## src/rtl/jedro_1_mem_arbiter.sv

```systemverilog
// rtl/jedro_1_mem_arbiter.sv - single-port memory arbiter between instruction fetch and LSU
// One outstanding transaction; data has priority, a starvation counter guarantees fetch progress.
module jedro_1_mem_arbiter #(
   parameter int AW       = 32,
   parameter int DW       = 32,
   parameter int MAX_WAIT = 4
) (
   input  logic            clk_i,
   input  logic            rst_i,
   input  logic            instr_req_i,
   input  logic [AW-1:0]   instr_addr_i,
   output logic            instr_gnt_o,
   output logic            instr_rvalid_o,
   output logic [DW-1:0]   instr_rdata_o,
   input  logic            data_req_i,
   input  logic            data_we_i,
   input  logic [DW/8-1:0] data_be_i,
   input  logic [AW-1:0]   data_addr_i,
   input  logic [DW-1:0]   data_wdata_i,
   output logic            data_gnt_o,
   output logic            data_rvalid_o,
   output logic [DW-1:0]   data_rdata_o,
   output logic            mem_req_o,
   output logic            mem_we_o,
   output logic [DW/8-1:0] mem_be_o,
   output logic [AW-1:0]   mem_addr_o,
   output logic [DW-1:0]   mem_wdata_o,
   input  logic            mem_gnt_i,
   input  logic            mem_rvalid_i,
   input  logic [DW-1:0]   mem_rdata_i
);

   localparam int CW = $clog2(MAX_WAIT + 1);

   typedef enum logic [1:0] {IDLE, REQ, RESP} state_t;

   state_t          state;
   logic            owner_instr;
   logic [CW-1:0]   starve_cnt;
   logic            fetch_wins;
   logic            in_req;
   logic            in_resp;

   assign fetch_wins = instr_req_i && (!data_req_i || (starve_cnt == CW'(MAX_WAIT)));

   always_ff @(posedge clk_i) begin
      if (rst_i) begin
         state       <= IDLE;
         owner_instr <= 1'b0;
         starve_cnt  <= '0;
         mem_req_o   <= 1'b0;
         mem_we_o    <= 1'b0;
         mem_be_o    <= '0;
         mem_addr_o  <= '0;
         mem_wdata_o <= '0;
      end else begin
         case (state)
            IDLE: begin
               if (instr_req_i || data_req_i) begin
                  state       <= REQ;
                  mem_req_o   <= 1'b1;
                  owner_instr <= fetch_wins;
                  if (fetch_wins) begin
                     mem_we_o    <= 1'b0;
                     mem_be_o    <= '1;
                     mem_addr_o  <= instr_addr_i;
                     mem_wdata_o <= '0;
                  end else begin
                     mem_we_o    <= data_we_i;
                     mem_be_o    <= data_be_i;
                     mem_addr_o  <= data_addr_i;
                     mem_wdata_o <= data_wdata_i;
                  end
                  // Only a fetch that actually competed moves the starvation count.
                  if (instr_req_i) begin
                     if (fetch_wins)
                        starve_cnt <= '0;
                     else if (starve_cnt != CW'(MAX_WAIT))
                        starve_cnt <= starve_cnt + CW'(1);
                  end
               end
            end
            REQ: begin
               if (mem_gnt_i) begin
                  state     <= RESP;
                  mem_req_o <= 1'b0;
               end
            end
            RESP: begin
               if (mem_rvalid_i)
                  state <= IDLE;
            end
            default: begin
               state     <= IDLE;
               mem_req_o <= 1'b0;
            end
         endcase
      end
   end

   // Gating with reset keeps a response arriving during reset from being routed.
   assign in_req  = (state == REQ)  && !rst_i;
   assign in_resp = (state == RESP) && !rst_i;

   assign instr_gnt_o    = in_req  &&  owner_instr && mem_gnt_i;
   assign data_gnt_o     = in_req  && !owner_instr && mem_gnt_i;
   assign instr_rvalid_o = in_resp &&  owner_instr && mem_rvalid_i;
   assign data_rvalid_o  = in_resp && !owner_instr && mem_rvalid_i;

   assign instr_rdata_o = mem_rdata_i;
   assign data_rdata_o  = mem_rdata_i;

endmodule

```

## config.mk

```make
export PLATFORM = sky130hd
export DESIGN_NAME = jedro_1_mem_arbiter
export DESIGN_NICKNAME = d
export VERILOG_FILES = /design/src/rtl/jedro_1_mem_arbiter.sv
export SDC_FILE = /design/constraint.sdc
export NUM_CORES = 1
export LEC_CHECK = 0
export ABC_AREA = 1
export CAP_MARGIN = 10
export CORE_ASPECT_RATIO = 0.75
export CORE_MARGIN = 10
export CORE_UTILIZATION = 32
export DETAILED_ROUTE_END_ITERATION = 8
export GPL_ROUTABILITY_DRIVEN = 0
export GPL_TIMING_DRIVEN = 0
export PLACE_DENSITY = 0.84
export SYNTH_ARGS = -nofsm -noshare
export SYNTH_HDL_FRONTEND = slang
export SYNTH_SLANG_ARGS = --single-unit
```

## constraint.sdc

```tcl
create_clock -name clk_i -period 2.05 [get_ports clk_i]
set_input_delay 0.205 -clock clk_i [delete_from_list [all_inputs] [get_ports clk_i]]
set_output_delay 0.205 -clock clk_i [all_outputs]
set_load 0.05 [all_outputs]
```

==> results.md, run 1 <==
* Starting density of the core at roughly a third
* DP HPWL at 12.97 mm
* Crit. End Element: primary output
* Antenna-violating nets left at 0
* Clk sink count at 76
* Critical-path top delay cell: dlygate4sd2_1
* TritonCTS clock tree: done
* Commonest non-fill, non-tap cells in the layout: 238 x clkdlybuf4s50_1, 107 x nand2_1, 76 x nor2_1, 76 x dfxtp_1, 74 x nand3_1
* Area Overhead vs Synth at 71.44%
* Vias/cell at 4.357
* PortBufs at roughly 240
* CP arrival at 1.64 ns
* Most common cell after layout, fill and taps aside: clkdlybuf4s50_1
* Final Slew Violations at 0
* Antenna violations before repair at 0
* Clk slew on worst S/H paths at approximately 0.06 ns
* Avg Synthesized Cell Area at 7.237 sq um
* Slew margin rel. at about 60%
* Height of the die at 117.5 um
* Peak VDD IR at 0.3713 mV
* Core box area at 0.01235 sq mm
* Register share of total power at 32.5%
* Outcome: complete, no violations
* Vias in the first global route at approximately 4400
* Int Pwr at 0.003241 W
* Dpl cells at between 900 and 1000
* Initial DRT Pass Iterations at 4
* Sw Pwr at slightly below 0.002 W
* # H-tree levels at 3
* Synth Net Count at 701
* HP Class: in -> reg
* Comb pwr share at 39.5%
* Clock tree buffer depth at 2
* Synth warn at 0
* Power Density at ~750 mW/mm^2
* Row Count at 35
* Die W at 149.9 um
* Die Area at between 0.015 and 0.02 sq mm
* Switching part of the total at 37.97%
* Nets at 954
* Maximum fanout along the worst path at 3
* Final Cell Area at between 0.006 and 0.007 sq mm
* Final Skew at 0.004863 ns
* Area contributors post-synth: dfxtp_1 38%, buf_4 13%, nand2_1 9.9%
* DR iter-0 viols at slightly above 200
* N_diodes at 0
* CP cell instances: nand2_1, inv_1, nand3_1, nor2_1, dlygate4sd2_1
* Grt total ovfl at 0
* TritonCTS buffer count at 9
* Final setup viols at 0
* Post-CTS Setup Bufs at 0
* Final WL at 15.95 mm
* Least-Margin Pin Slew at 0.5792 ns
* Tot GR Track Use at 17.21%
* IO Count at 277
* Syn Inst Count at 560
* Unrepaired setup endpoints after global routing: no
* CP max stage delay at 0.54 ns
* Power consumption at 0.005224 W
* Critical Path RT at between 1.5 and 2 ns
* Root buf cell: clkbuf_16
* Seq/Total Area, Yosys at 37.54%
* Pin count of the biggest net entering global routing at 14
* Clock share of power at roughly 28%
* Post-Layout Cell Count at 984
* Routed vias at 4287
* Final Hold Fails at 0
* Layout cell share with drive strength beyond 1 at 16.87%
* Library cells used by synthesis at 21
* Number of synthesized register bits at 76
* Crit path kind: reg -> out
* Fmax at about 540 MHz
* Synth area leader: dfxtp_1
* Startpoint class of the critical path: flip-flop
* WL/cell at 16.21 um
* Post-synth top area share at 37.54%
* Post-Syn Area at a little over 0.004 sq mm
* Max cap viols at 0
* Crit share post-route at 89.76%
* Area after DPL at ~0.0067 sq mm
* Static leakage at between 3 and 4 nW
* Tmin final at between 1.5 and 2 ns
* Worst-Skew Late Latency at 0.33 ns
* First-pass GRT wire length at 24.23 mm
* DRC viols at 0
==> worst paths after layout <==
check	slack [ns]	cells past startpoint	start	endpoint
hold / removal	0.35	5	instr_req_i	mem_addr_o[1]
hold reg to reg	0.46	2	mem_wdata_o[21]	mem_wdata_o[21]
setup reg to reg	0.33	9	starve_cnt[0]	mem_be_o[2]
setup / recovery	0.21	5	state[1]	instr_rvalid_o
==> synthesized netlist by cell type <==
library cell    n
a21oi_1        40
buf_2          11
buf_4          72
buf_6           5
clkbuf_1       12
dfxtp_1        76
ha_1            2
inv_1          41
inv_2           2
nand2_1       107
nand2_2         1
nand3_1        74
nand3_2        29
nand4_1         1
nor2_1         76
nor2_4          2
nor2_8          1
o21ai_0         2
o21ai_1         4
or2_2           1
xor2_1          1
==> worst max-delay path: cells and delay by family (launching register included) <==
family | cells | cell delay, ns
buffers and inverters | 2 | 0.60
AND/OR/NAND/NOR | 3 | 0.30
flip-flops | 1 | 0.40
==> power groups by stage <==
stage	registers (W)	logic (W)	clock network, W
after floorplan	0.00219	0.000841	0
after global placement	0.00172	0.00206	0
after detailed placement	0.00173	0.00208	0
after CTS	0.00170	0.00208	0.00151
after global routing	0.00171	0.00220	0.00157
final	0.00170	0.00206	0.00146
==> cells by family (layout without fill, tap and decap cells) <==
group,after synthesis,in the layout,synth area share (%)
and+or+nand+nor,292,292,34.76
buffers and inverters,143,401,21.18
DFF,76,76,37.54
AOI/OAI and AO/OA,46,46,5.681
adders and majority gates,2,2,0.6174
xor gates and xnor gates,1,1,0.2162
==> registers in the layout, indices dropped and copies added (netlist names) <==
name	cells
mem_req_o	1
mem_we_o	1
starve_cnt	3
mem_be_o	4
state	2
mem_wdata_o	32
mem_addr_o	32
owner_instr	1
==> repair_timing <==
action	CTS	global route
gates resized for setup	4	0
endpoints found under the hold margin	0	0
setup endpoints to repair	4	0
hold buffers	0	0
==> stage by stage <==
stage          hold WS [ns]  TNS, ns  worst slack (ns)  util (%)
3_3_place_gp         0.4503  -0.2959          -0.09411     54.11
3_5_place_dp         0.4537  -0.2842          -0.09198     54.11
2_1_floorplan        0.3399        0            0.5681         -
5_1_grt              0.3754        0           0.06194     56.26
6_report             0.3458        0            0.2100     56.26
4_1_cts              0.3409        0            0.1865     56.26
==> per-layer routing <==
| metal | vias to the layer above | wire length [um] | global-route usage [%] |
|---|---|---|---|
| met4 | 0 | 99 | 2.788 |
| li1 | 2207 | - | - |
| met1 | 1929 | 6689 | 19.59 |
| met3 | 8 | 1344 | 6.685 |
| met2 | 143 | 7818 | 29.97 |
| met5 | - | 0 | 0 |
==> final cells by class <==
cell class	count	area, sq um
clock buffer	11	232.7
clock inverter	5	37.54
inverter	43	161.4
timing repair buffer	242	2417
buffer	100	696.9
tap	166	207.7
sequential	76	1521
multi-input combinational	341	1673
fill	1171	5401
No activity file was read; power rests on OpenSTA's default activity.
==> run 2: changes to the inputs <==
ABC_CLOCK_PERIOD_IN_PS = 2050   (was not set)
==> results of run 2 <==
Final layout, timing and power as in run 1 (identical DEF).
==> run 3: changes to the inputs <==
CORE_UTILIZATION = 39   (was 32)
PLACE_DENSITY = 0.95   (was 0.84)
==> run 3 against run 2 <==
  * Via count up 2.4%
  * Critical endpoint unchanged
  * Critical path type unchanged
  * Critical path depth increased by 1
  * Clock power rose by 26%
  * Largest power group unchanged
  * Non-clock buffer count did not move
  * Global-route usage is 2.9 points higher
  * Sequential share of layout area shrank 0.13 points
  * Flip-flop and latch count unchanged
  * Combinational power about the same
  * Design area rose by 0.61%
==> results.md, run 3 (synthesis gave the netlist of run 1 again) <==
* Die Area at between 0.01 and 0.015 sq mm
* Maximum fanout along the worst path at 5
* Core box area at ~0.010 sq mm
* Commonest non-fill, non-tap cells in the layout: 238 x clkdlybuf4s50_1, 107 x nand2_1, 76 x nor2_1, 76 x dfxtp_1, 74 x nand3_1
* DP Worst Slack at -0.07488 ns
* Least-Margin Pin Slew at between 0.5 and 0.6 ns
* Final WL at 15.55 mm
* Pin count of the biggest net entering global routing at 14
* Height of the die at about 110 um
* Routed vias at between 4000 and 5000
* TritonCTS clock tree: done
* Clk sink count at 76
* Crit path kind: reg -> out
* Starting density of the core at 39.69%
* Max cap viols at 0
* Fmax at 529.0 MHz
* Final setup viols at 0
* HP Class: in -> reg
* Worst-Skew Late Latency at 0.33 ns
* Final Skew at just under 0.002 ns
* Vias/cell at 4.600
* FF/Latch Area at 0.001521 sq mm
* Die W at 137.7 um
* DRC viols at 0
* Most common cell after layout, fill and taps aside: clkdlybuf4s50_1
* Crit share post-route at 92.22%
* PortBufs at 242
* Dpl cells at between 900 and 1000
* Area Overhead vs Synth at 72.49%
* Initial DRT Pass Iterations at 5
* Peak VDD IR at 0.5902 mV
* Clock tree buffer depth at 2
* Nets at 954
* N_diodes at 0
* Unrepaired setup endpoints after global routing: no
* Largest registers: mem_addr_o x32, mem_wdata_o x32, mem_be_o x4
* Post-Layout Cell Count at ~950
* Power Density at roughly 800 mW/mm^2
* WL/cell at 16.30 um
* Root buf cell: clkbuf_16
* Crit. End Element: primary output
* Fillers at 826
* First-pass GRT wire length at around 23 mm
* Startpoint class of the critical path: flip-flop
* Final worst slack at 0.1595 ns
* Antenna violations before repair at 0
* Antenna-violating nets left at 0
* Multi-input combinational cell area at ~0.0017 sq mm
* # H-tree levels at 3
* Final Slew Violations at 0
* Post-CTS Setup Bufs at 0
* Final Hold Fails at 0
* Layout cell share with drive strength beyond 1 at 17.11%
* Grt total ovfl at 0
* IO Count at 277
* Tmin final at ~1.9 ns
* Static leakage at 3.144 nW
* CP arrival at 1.69 ns
* TritonCTS buffer count at 9
* Tot GR Track Use at 20.09%
* Critical Path RT at about 1.9 ns
* Vias in the first global route at roughly 4400
* DR iter-0 viols at ~250
* DP HPWL at 12.85 mm
* Clk slew on worst S/H paths at approximately 0.060 ns
* Outcome: complete, no violations
* Row Count at 32
* Slew margin rel. at 60.22%
-- run 3: routing by layer --
metal / up-vias / track usage (%) / share of wire (%)
met5: - / 0 / 0
met4: 0 / 5.721 / 1.7
met3: 22 / 8.526 / 11
met2: 172 / 35.49 / 50
met1: 1984 / 21.55 / 37
li1: 2210 / - / -
-- run 3: final cells by class --
type	count	share of cell area, %
multi-input combinational	341	23.93
clock inverter	6	1.593
tap	136	2.434
buffer	100	9.970
clock buffer	10	3.419
timing repair buffer	242	34.58
sequential	76	21.76
inverter	43	2.309
-- run 3: final timing paths --
kind / to / cells after the start / slack (ns) / startpoint
hold / removal: mem_addr_o[0] / 5 / 0.36 / instr_req_i
hold reg to reg: mem_wdata_o[19] / 2 / 0.46 / mem_wdata_o[19]
setup / recovery: instr_rvalid_o / 6 / 0.16 / state[0]
setup reg to reg: mem_wdata_o[21] / 8 / 0.26 / starve_cnt[0]
-- run 3: critical path, cell delays in order, from the launching register on --
cell	delay [ns]
dfxtp_1	0.36
inv_1	0.07
nand2_1	0.07
inv_1	0.06
nand3_1	0.12
nor2_1	0.13
dlygate4sd2_1	0.54
-- run 3: power by group --
| part | internal, W | leakage, nW | total, W | switching [W] |
|---|---|---|---|---|
| combinational | 0.000793 | 2.35 | 0.00207 | 0.00128 |
| clock | 0.00122 | 0.169 | 0.00184 | 0.000618 |
| sequential | 0.00162 | 0.628 | 0.00170 | 0.0000751 |
-- run 3: repair_timing --
item | in CTS | in global routing
hold buffers | 0 | 0
resized for setup | 4 | 0
setup endpoints to repair | 4 | 0
-- run 3: per-stage QoR --
step	TNS [ns]	hold slack (ns)	util (%)	total power [W]	instance area, sq um
after floorplan	0	0.3399	-	0.003036	4053
after global placement	-0.1213	0.4506	65.09	0.003771	6645
after detailed placement	-0.1896	0.4538	65.09	0.003805	6645
after CTS	0	0.3343	68.47	0.005647	6990
after global routing	0	0.3915	68.47	0.005852	6990
final	0	0.3552	68.47	0.005608	6990
